$ cat src/rtl/crossbar_arbiter_unit.sv
// Per-slave packet arbiters for a stream crossbar: each output picks a master
// round-robin and holds it until that master's last beat transfers.
module crossbar_arbiter_unit #(
   parameter int S_DATA_COUNT = 2,
   parameter int M_DATA_COUNT = 3,
   parameter int T_ID___WIDTH = $clog2(S_DATA_COUNT),
   parameter int T_DEST_WIDTH = $clog2(M_DATA_COUNT)
) (
   input  logic                                       clk_i,
   input  logic                                       rst_n_i,
   input  logic [S_DATA_COUNT-1:0][T_DEST_WIDTH-1:0]  s_dest_i,
   input  logic [S_DATA_COUNT-1:0]                    s_last_i,
   input  logic [S_DATA_COUNT-1:0]                    s_valid_i,
   input  logic [M_DATA_COUNT-1:0]                    m_ready_i,
   output logic [M_DATA_COUNT-1:0][T_ID___WIDTH-1:0]  grant_o,
   output logic [M_DATA_COUNT-1:0]                    busy_o
);

   typedef enum logic {
      IDLE   = 1'b0,
      LOCKED = 1'b1
   } state_t;

   function automatic logic [T_ID___WIDTH-1:0] wrap_inc(input logic [T_ID___WIDTH-1:0] x);
      return (x == T_ID___WIDTH'(S_DATA_COUNT - 1)) ? '0 : x + 1'b1;
   endfunction

   for (genvar j = 0; j < M_DATA_COUNT; j++) begin : g_slave
      state_t                  state_q, state_d;
      logic [T_ID___WIDTH-1:0] lock_q, lock_d;
      logic [T_ID___WIDTH-1:0] ptr_q, ptr_d;
      logic [T_ID___WIDTH-1:0] winner, hi_win, lo_win, grant;
      logic                    hi_found, lo_found;
      logic [S_DATA_COUNT-1:0] req;
      logic                    any_req, xfer;

      always_comb begin
         req = '0;
         for (int unsigned i = 0; i < S_DATA_COUNT; i++)
            req[i] = s_valid_i[i] && (s_dest_i[i] == T_DEST_WIDTH'(j));
      end

      // Rotating scan: lowest requester at or above ptr, else lowest below it.
      always_comb begin
         hi_found = 1'b0;
         lo_found = 1'b0;
         hi_win   = '0;
         lo_win   = '0;
         for (int unsigned i = 0; i < S_DATA_COUNT; i++) begin
            if (req[i]) begin
               if (T_ID___WIDTH'(i) >= ptr_q) begin
                  if (!hi_found) begin
                     hi_win   = T_ID___WIDTH'(i);
                     hi_found = 1'b1;
                  end
               end else if (!lo_found) begin
                  lo_win   = T_ID___WIDTH'(i);
                  lo_found = 1'b1;
               end
            end
         end
         winner = hi_found ? hi_win : lo_win;
      end

      assign any_req = |req;
      assign grant   = (state_q == LOCKED || !any_req) ? lock_q : winner;
      assign xfer    = req[grant] && m_ready_i[j];

      always_comb begin
         state_d = state_q;
         lock_d  = lock_q;
         ptr_d   = ptr_q;
         case (state_q)
            IDLE: begin
               if (xfer) begin
                  lock_d = winner;
                  if (s_last_i[winner]) ptr_d = wrap_inc(winner);
                  else                  state_d = LOCKED;
               end
            end
            LOCKED: begin
               if (xfer && s_last_i[lock_q]) begin
                  state_d = IDLE;
                  ptr_d   = wrap_inc(lock_q);
               end
            end
            default: state_d = IDLE;
         endcase
      end

      always_ff @(posedge clk_i or negedge rst_n_i) begin
         if (!rst_n_i) begin
            state_q <= IDLE;
            lock_q  <= '0;
            ptr_q   <= '0;
         end else begin
            state_q <= state_d;
            lock_q  <= lock_d;
            ptr_q   <= ptr_d;
         end
      end

      assign grant_o[j] = grant;
      assign busy_o[j]  = (state_q == LOCKED);
   end

endmodule
$ cat config.mk
export PLATFORM = sky130hd
export DESIGN_NAME = crossbar_arbiter_unit
export DESIGN_NICKNAME = d
export VERILOG_FILES = /design/src/rtl/crossbar_arbiter_unit.sv
export SDC_FILE = /design/constraint.sdc
export NUM_CORES = 1
export LEC_CHECK = 0
export CORE_MARGIN = 1.5
export CORE_UTILIZATION = 35
export CTS_CLUSTER_DIAMETER = 30
export DETAILED_ROUTE_END_ITERATION = 7
export SYNTH_ARGS = -nofsm -noshare
export SYNTH_HDL_FRONTEND = slang
export SYNTH_SLANG_ARGS = --single-unit
$ cat constraint.sdc
create_clock -name clk_i -period 3.85 [get_ports clk_i]
set_input_delay 0.77 -clock clk_i [delete_from_list [all_inputs] [get_ports clk_i]]
set_output_delay 0.77 -clock clk_i [all_outputs]
set_load 0.05 [all_outputs]
==> metrics.yaml <==
timing:
  skew_ps: 0.394
  drv_slew: 0
  setup_viol: 0
  relSlewSlack: 0.672
  rsz0062_at_grt: "no"
  finalCritPeriodShare: 0.899
  max_freq_mhz: 289
  period_minus_slack_ps: 3460
  max_slew.worst_pin.slew_ps: 491
  fin_tns_setup_ps: 0
  hold_viol_final: 0
synth:
  yosysTopAreaCellShare: 0.314
  yosys_warnings: 0
  yosys.cell_count.top_type: "o21ai_0"
  syn_area_per_cell_um2: 8.45
  yosysTopAreaCell: "dfrtp_1"
  netlist_instances: 85
  synthArstFlopShare: 1.00
  synthesis.nets: 98
  ys_top_cells_by_count: "o21ai_0 (13), dfrtp_1 (9), nor2_1 (9)"
  seq_area_frac_synth: 0.314
  synthTopCellsByArea: "dfrtp_1 (31%), o21ai_0 (9.1%), mux2i_1 (7.0%), buf_4 (6.3%), mux2_2 (6.3%)"
  synth_seq_cells: 9
  synth_edf_count: 0
  yosysUniqueCellTypes: 23
  synth_ff_type: "dfrtp_1"
  netlist_area_um2: 718
placement:
  place_congestion: 0.874
  placed_cells: 124
  port_buffers: 18
clocking:
  clk_latency_ps: 260
  cts_buffer_depth: 2
  cts_tree: "built"
  cts-hold-fix-buffers: 0
  clkTransAtPathRegs_ps: 60
  cts_num_sinks: 9
  numCtsBuffers: 3
  cts.root.buffer_cell: "clkbuf_4"
  ctsResizeCount: 0
  cts_setup_buffers: 0
  htreeDepth: 1
floorplan:
  design.core.area_um2: 1940
  row_count: 16
  num_io_pins: 19
  start_util: 0.370
  die_w_um: 48.3
  fp.dieH_um: 48.3
  die_area_um2: 2330
drt:
  wl_met1_um: 693
  drt_wl_total_um: 1450
  viasPerCell: 5.16
  routed-wl-met3_um: 101
  drc: 0
  drtPass1Iterations: 4
  wl_per_cell_um: 11.3
  wl_met2_um: 640
  route.top_layer_used: "met4"
  ant_nets: 0
  drt_iter0_drc: 22
  vias: 661
critical_path:
  cp_common_cell: "clkdlybuf4s50_1"
  worst-path-buf-inv: 2
  critical-path-top-delay-family: "buffers and inverters"
  end_kind: "output pin"
  cp_slowest_stage_delay_ps: 820
  crit_start: "s_dest_i[3]"
  cp-start-kind: "input pin"
  path_class: "input pin to output pin"
  crit_fanout: 4
  cp_cell_sequence: "clkdlybuf4s50_1, nand3b_1, o21bai_1, o21ai_0, clkdlybuf4s50_1"
  critPathSlowestCell: "clkdlybuf4s50_1"
  cp_num_cells: 5
  crit_required_ps: 3080
  rr_worst_depth: 4
  critical_path_arrival_ps: 2690
  reg2reg_from: "g_slave[0].lock_q$_DFFE_PN0P_"
worst_hold_path:
  hold_depth: 1
  hold_path_class: "register to register"
  min_from: "g_slave[2].ptr_q$_DFFE_PN0P_"
layout:
  drive_gt1_frac: 0.109
  syn2layout_area_growth_pct: 26.8
  instances_no_fill: 128
  nFillCells: 206
  nNetsFinal: 115
  antenna_cells: 0
global_route:
  grt_max_degree: 10
  grt.overflow.total: 0
  antenna_found_initial: 0
  grt_pass1_vias: 540
  grt_pass1_wl_um: 2470
  grt_usage: 0.135
power:
  p_leak_nw: 0.380
  power_mw: 0.607
  max-vdd-ir-drop_mv: 0.356
  powerDensity_nw_per_um2: 666
run_status:
  outcome: "finished clean"
run:
  drv_cap: 0
metrics by stage:
stage | hold slack (ps) | worst slack (ps) | instance area, µm² | utilization
CTS | 501 | 358 | 911 | 0.469
global placement | 478 | 416 | 885 | 0.456
finish | 495 | 388 | 911 | 0.469
global route | 531 | 289 | 911 | 0.469
floorplan | 465 | 1380 | 718 | -
detailed placement | 486 | 392 | 885 | 0.456
sequential cells by signal, summed over array words and instances (netlist names):
register,flops
g_slave.lock_q,3
g_slave.ptr_q,3
g_slave.state_q,3
layout by cell type (no fill, tap or decap), drive strengths merged:
cell type / instances
clkbuf: 4
nand3b: 3
a22o: 1
and3b: 1
o21ai: 16
clkdlybuf4s50: 17
o22ai: 3
nand3: 1
inv: 3
mux2: 6
nand4b: 1
and3: 3
nand2: 6
dfrtp: 9
nor2: 9
nand2b: 3
a21oi: 5
buf: 1
or3b: 2
mux2i: 5
o21bai: 2
logic make-up after synthesis:
| kind of cell | count (synthesis) | synth area share |
|---|---|---|
| AOI/OAI and AO/OA | 27 | 0.221 |
| DFF | 9 | 0.314 |
| muxes | 11 | 0.164 |
| buffers and inverters | 9 | 0.0784 |
| and+or+nand+nor | 29 | 0.223 |
final timing paths:
kind | slack, ps | end
min in group asynchronous | 820 | g_slave[0].lock_q$_DFFE_PN0P_
max in group asynchronous | 2730 | g_slave[2].lock_q$_DFFE_PN0P_
max reg2reg | 2250 | g_slave[0].ptr_q$_DFFE_PN0P_
min reg2reg | 490 | g_slave[2].ptr_q$_DFFE_PN0P_
min | 490 | g_slave[2].ptr_q$_DFFE_PN0P_
max | 390 | grant_o[1]
routing by layer:
layer	GRT usage	up-vias
met1	0.185	303
li1	-	333
met5	0	-
met3	0.0494	2
met4	0.0429	0
met2	0.197	23
cell type report:
| type | count | area [µm²] | share of cell area |
|---|---|---|---|
| multi-input cells | 67 | 437 | 0.479 |
| well taps | 27 | 33.8 | 0.0371 |
| clock buffers | 4 | 26.3 | 0.0288 |
| repair buffers | 18 | 178 | 0.195 |
| inverters | 3 | 11.3 | 0.0124 |
| flip-flops and latches | 9 | 225 | 0.247 |
power by group:
part,internal [mW],switching [mW],total [mW]
clock network,0.0400,0.0344,0.0744
logic,0.134,0.194,0.327
registers,0.139,0.0658,0.205
total,0.313,0.294,0.607
worst register-to-register path, stage by stage, from the launching register on:
cell and delay (ps):
dfrtp_1 450, mux2_2 350, and3_1 190, o21ai_1 160, mux2_1 330
Power figures use the tool's default switching activity.
